**src/rtl/pipe_wb_stage.sv**
```systemverilog
// pipe_wb_stage: two-entry skid-buffered writeback stage; PIPE_WB_FWD_EN adds a forwarding port
module pipe_wb_stage #(
  parameter int DATA_W = 32,
  parameter int RN_W   = 6
) (
  input  logic              clk,
  input  logic              clrn,
  input  logic              in_valid,
  output logic              in_ready,
  input  logic [DATA_W-1:0] in_alu,
  input  logic [DATA_W-1:0] in_mo,
  input  logic [RN_W-1:0]   in_rn,
  input  logic              in_m2reg,
  input  logic              in_wreg,
  input  logic              flush,
  output logic              out_valid,
  input  logic              out_ready,
  output logic [DATA_W-1:0] out_alu,
  output logic [DATA_W-1:0] out_mo,
  output logic [RN_W-1:0]   out_rn,
  output logic              out_m2reg,
  output logic              out_wreg
`ifdef PIPE_WB_FWD_EN
  ,
  output logic              fwd_valid,
  output logic [RN_W-1:0]   fwd_rn,
  output logic [DATA_W-1:0] fwd_data
`endif
);
  localparam int PW = 2*DATA_W + RN_W + 2;
  typedef enum logic [1:0] {EMPTY, ONE, FULL} state_t;
  state_t state_q, state_d;
  logic [PW-1:0] main_q, main_d, skid_q, skid_d, in_pl;
  logic in_ready_q, in_xfer, out_xfer, wreg_raw;
  assign in_pl     = {in_alu, in_mo, in_rn, in_m2reg, in_wreg};
  assign in_ready  = in_ready_q;
  assign out_valid = state_q != EMPTY;
  assign in_xfer   = in_valid & in_ready_q;
  assign out_xfer  = out_valid & out_ready;
  assign {out_alu, out_mo, out_rn, out_m2reg, wreg_raw} = main_q;
  assign out_wreg  = wreg_raw & (|out_rn);
`ifdef PIPE_WB_FWD_EN
  assign fwd_valid = out_valid & out_wreg;
  assign fwd_rn    = out_rn;
  assign fwd_data  = out_m2reg ? out_mo : out_alu;
`endif
  // next state and payload moves; flush overrides every transfer
  always_comb begin
    state_d = state_q;
    main_d  = main_q;
    skid_d  = skid_q;
    if (flush) state_d = EMPTY;
    else case (state_q)
      EMPTY: if (in_xfer) begin
        state_d = ONE;
        main_d  = in_pl;
      end
      ONE: if (in_xfer && out_xfer) main_d = in_pl;
        else if (in_xfer) begin
          state_d = FULL;
          skid_d  = in_pl;
        end
        else if (out_xfer) state_d = EMPTY;
      FULL: if (out_xfer) begin
        state_d = ONE;
        main_d  = skid_q;
      end
      default: state_d = EMPTY;
    endcase
  end
  // state, payload and registered in_ready; async reset clears everything
  always_ff @(posedge clk or negedge clrn) begin
    if (!clrn) begin
      state_q    <= EMPTY;
      in_ready_q <= 1'b1;
      main_q     <= '0;
      skid_q     <= '0;
    end else begin
      state_q    <= state_d;
      in_ready_q <= state_d != FULL;
      main_q     <= main_d;
      skid_q     <= skid_d;
    end
  end
endmodule

```
**config.mk**
```make
export PLATFORM = sky130hd
export DESIGN_NAME = pipe_wb_stage
export DESIGN_NICKNAME = d
export VERILOG_FILES = /design/src/rtl/pipe_wb_stage.sv
export SDC_FILE = /design/constraint.sdc
export NUM_CORES = 1
export LEC_CHECK = 0
export BUFFER_PORTS_ARGS = -buffer_cell sky130_fd_sc_hd__buf_2
export CAP_MARGIN = 10
export CORE_MARGIN = 1.5
export CORE_UTILIZATION = 55
export CTS_CLUSTER_DIAMETER = 30
export DETAILED_ROUTE_END_ITERATION = 10
export PLACE_DENSITY = 0.8
export RECOVER_POWER = 25
export SETUP_SLACK_MARGIN = 0.5
export SLEW_MARGIN = 40
export SYNTH_ARGS = -nofsm -noshare
export SYNTH_HDL_FRONTEND = slang
export SYNTH_SLANG_ARGS = --single-unit
```
**constraint.sdc**
```tcl
create_clock -name clk -period 2.47 [get_ports clk]
set_clock_uncertainty 0.15 [all_clocks]
set_input_delay 0.247 -clock clk [delete_from_list [all_inputs] [get_ports clk]]
set_output_delay 0.247 -clock clk [all_outputs]
set_load 0.03 [all_outputs]
```
After elaboration in Yosys (flattened, before gate mapping)
Index checks and enable logic that the tools add are counted.
{ "word_totals": {"reg_bits": 147, "out_inout_bits": 74, "in_bits": 77} }
{ "op_classes": {"reduce_logical": 7, "eq_ne": 6, "bitwise": 5, "mux": 11} }
{ "ops": {"columns": ["op", "count"], "rows": [
  ["$mux 72", 3],
  ["$pmux 72 s3", 1],
  ["$mux 2", 6],
  ["$ne 2x2->1 const B", 4],
  ["$pmux 2 s3", 1],
  ["$reduce_or 6->1", 1],
  ["$reduce_and 5->1", 1],
  ["$reduce_and 4->1", 1],
  ["$and 1x1->1", 3],
  ["$reduce_bool 3->1", 1],
  ["$eq 2x1->1 const B", 1],
  ["$eq 2x2->1 const B", 1],
  ["$logic_not 2->1", 1],
  ["$not 1->1", 2],
  ["$reduce_bool 2->1", 1],
  ["$logic_and 1x1->1", 1]
]} }

Logic depth before layout (Yosys ltp)
{ "depth": {"word_depth": 8, "mapped_depth": 7, "ltp_nobuf": 4} }

Worst setup path after synthesis
Ideal clock, no wire load.
{ "synth_path": {"path_type": "flip-flop to flip-flop", "start": "reg in_ready_q (netlist: in_ready)", "end": "reg skid_q[10]", "setup_slack_ps": 323, "n_path_buf": 2, "period_less_slack_ps": 2147, "stages_incl_launch_ff": 6, "t_arrival_ps": 1872, "required_ps": 2195, "path_cell_list": "dfstp_2 -> nand2_1 -> or4b_1 -> buf_6 -> buf_12 -> mux2_4"} }
{ "synth_between": {"elab_chain_cells": 4} }
{ "synth_lines": {"columns": ["item", "line", "text"], "rows": [
  ["start: declaration", "34", "logic in_ready_q, in_xfer, out_xfer, wreg_raw;"],
  ["start signal: assignment", "75", "in_ready_q <= 1'b1;"],
  ["start signal: assignment", "80", "in_ready_q <= state_d != FULL;"],
  ["$and 1x1->1 *", "38", "assign in_xfer = in_valid & in_ready_q;"],
  ["$logic_and 1x1->1", "58", "ONE: if (in_xfer && out_xfer) main_d = in_pl;"],
  ["$not 1->1 (no line)", null, null],
  ["$reduce_and 4->1 (no line) *", null, null],
  ["end signal: assignment", "82", "skid_q <= skid_d;"],
  ["end: declaration", "33", "logic [PW-1:0] main_q, main_d, skid_q, skid_d, in_pl;"]
]} }
Every way passes the cells marked *; elsewhere a longest branch is shown, timed or not.
A chain may end at the register's enable or synchronous reset.

Final worst setup path
{ "layout_path": {"start": "reg main_q[2]", "end": "out out_wreg"} }
{ "layout_between": {"elab_chain_cells": 2} }
{ "layout_lines": {"columns": ["item", "line", "text"], "rows": [
  ["start: declaration", "33", null],
  ["start signal: assignment", "81", "main_q <= main_d;"],
  ["$reduce_or 6->1", "41", "assign out_wreg = wreg_raw & (|out_rn);"],
  ["$and 1x1->1", "41", null],
  ["end: declaration", "22", "output logic out_wreg"]
]} }
No other way between the ends.

==> flow_summary.yaml <==
run_status:
  outcome: "completed"
worst_setup_path:
  cp-end-kind: "output pin"
  crit_fanout: 2
  crit_path_max_incr_delay_ns: 0.54
  crit_path_top_delay_cell: "or4_4"
  path_cells: "or4_4, o31a_1, buf_6"
  start_kind: "flop"
  required_ns: 2.07
  path_class: "flop to output pin"
  worstPathArrival_ns: 1.79
route:
  wl_per_cell_um: 21.6
  wirelength_um: 20400
  vias: 5078
  drt_iter0_markers: 404
  drc: 0
  vias_per_cell: 5.38
  drt-pass1-iter-count: 5
  ant_nets: 0
synth:
  synthArstFlopShare: 1.00
  synth_top_area_cell: "dfrtp_1"
  synth_top_area_frac: 0.521
  synthCells: 554
  yosysWarnings: 0
  syn-cell-area_um2: 7010
  ys.flop_type: "dfrtp_1"
  ys_seq_elements: 147
  yosysMostFrequentCell: "dfrtp_1"
  synth.top_cells.by_area: "dfrtp_1 52%, mux2_4 15%, mux2i_1 10%, buf_4 7.5%, nand2_1 4.0%"
  synth_seq_area_share: 0.525
  yosys-top-cells-count: "146 x dfrtp_1, 74 x nand2_1, 73 x mux2i_1"
  synth-edff-count: 0
  syn_avg_cell_area_um2: 12.7
  synth_fp_nets: 631
  ys_types: 26
timing:
  grt_setup_unrepaired: "yes"
  setup_viol: 0
  setup_slack_ns: 0.288
  period_share: 0.884
  drv_slew: 0
  max_freq_mhz: 458
  relSlewSlack: 0.325
  tns_ns: 0
  finalCriticalPeriod_ns: 2.18
  worst_slew_pin_slew_ns: 1.01
  final_hold_viol_count: 0
clock_tree:
  clk_pin_slew_ns: 0.06
  cts-root-buf: "clkbuf_16"
  cts-buffers-inserted: 17
  clock_latency_ns: 0.43
  cts_sinks: 147
  cts_tree: "yes"
  htreeDepth: 4
  cts_max_path_buffers: 2
power_and_ir_drop:
  peakVddDrop_mv: 0.469
  p_leak_nw: 4.74
  power_density_nw_per_um2: 839
global_routing:
  grt_first_pass_wirelength_um: 24600
  grt_max_degree: 75
  antenna_found_initial: 0
  grt_overflow: 0
  grt_pass1_vias: 4924
  grt_use_total: 0.239
layout:
  stdcell_count: 944
  final_layout_size_suffix_gt1_frac: 0.433
  syn_to_final_growth_pct: 37.9
  nets: 836
  insertedDiodeCount: 0
placed_design:
  place_ws_ns: 0.330
  hpwlAfterDp_um: 8170
  gp_congestion: 0.786
  io_buffer_count: 150
  dp.cells: 781
die:
  fp.dieW_um: 116
  num_io_pins: 151
  fp-row-count: 41
  start_util: 0.560
  die_h_um: 116
  fp.dieArea_um2: 13400
  core_um2: 12500
flow_run:
  max-cap-violations: 0
min_path:
  hold_path_class: "input port to flop"
[per-layer routing]
| layer | part of all wire | vias up | GRT usage | wire [um] |
|---|---|---|---|---|
| li1 | - | 2274 | - | - |
| met1 | 0.43 | 2578 | 0.298 | 8760 |
| met2 | 0.49 | 179 | 0.397 | 9980 |
| met3 | 0.049 | 47 | 0.0549 | 992 |
| met4 | 0.031 | 0 | 0.111 | 630 |
| met5 | 0 | - | 0 | 0 |
[metrics by stage]
stage | utilization | area [um2] | power, mW | hold slack (ns)
finish | 0.773 | 9670 | 8.11 | 0.203
global route | 0.773 | 9670 | 8.41 | 0.257
CTS | 0.718 | 8980 | 7.87 | 0.131
detailed placement | 0.585 | 7330 | 5.17 | 0.139
global placement | 0.585 | 7330 | 5.08 | 0.131
floorplan | - | 7030 | 4.93 | -0.199
[layout by cell type (no fill, tap or decap), types with 3 or more instances in the layout]
| master | instances |
|---|---|
| nand2_1 | 69 |
| nand2_2 | 4 |
| clkinv_2 | 4 |
| clkbuf_8 | 7 |
| buf_4 | 11 |
| o41a_4 | 3 |
| or4b_4 | 3 |
| buf_6 | 16 |
| clkbuf_16 | 29 |
| o21ai_1 | 40 |
| o21ai_0 | 29 |
| o21ai_2 | 3 |
| dlygate4sd3_1 | 75 |
| mux2_2 | 3 |
| clkinvlp_4 | 3 |
| buf_16 | 10 |
| dfrtp_1 | 144 |
| mux2_4 | 69 |
| mux2i_1 | 73 |
| buf_2 | 148 |
| buf_12 | 5 |
[kinds of logic after synthesis]
family | share of synthesized area
buffers and inverters | 0.113
DFF | 0.525
AOI/OAI and AO/OA | 0.0578
and+or+nand+nor | 0.0480
muxes | 0.257
[what timing repair did]
| item | CTS | global route |
|---|---|---|
| hold buffers | 75 | 0 |
| hold endpoints to repair | 277 | 0 |
| pin swaps | 2 | 2 |
| resized for setup | 19 | 49 |
| setup endpoints to repair | 76 | 145 |
| setup buffers | 6 | 12 |
| cloned | 7 | 31 |
[worst max-delay path: cells and delay by family, from the launching register on]
kind	cells	cell delay [ns]
and+or+nand+nor	1	0.54
DFF	1	0.41
AOI/OAI and AO/OA	1	0.27
buffers and inverters	1	0.14
[final cells by class]
class                      count  area (um2)
sequential                   147        3680
fill                         766        2850
multi-input combinational    310        2700
timing repair buffer         282        2480
clock buffer                  24         522
tap                          172         215
clock inverter                 8        72.6
inverter                       1        3.75
[path summary, 6_finish.rpt]
| kind | slack [ns] | to | cells past startpoint | start |
|---|---|---|---|---|
| min in group asynchronous | 0.53 | skid_q[8] | 3 | clrn |
| setup reg to reg | 0.33 | skid_q[10] | 5 | state_q[0] |
| max in group asynchronous | 0.93 | state_q[1] | 3 | clrn |
| hold / removal | 0.20 | state_q[0] | 5 | out_ready |
| setup / recovery | 0.29 | out_wreg | 3 | main_q[2] |
| hold reg to reg | 0.32 | main_q[43] | 2 | main_q[43] |
[flip-flops by register name, indices dropped and copies added (netlist names)]
name and cells:
in_ready 1, main_q 72, skid_q 72, state_q 2
[power by group]
group	switching, mW	total, mW	internal, mW	leakage [nW]
clock network	1.00	2.57	1.57	0.290
registers	0.374	3.38	3.01	1.81
logic	1.12	2.17	1.05	2.64
No activity file was read; power rests on OpenSTA's default activity.
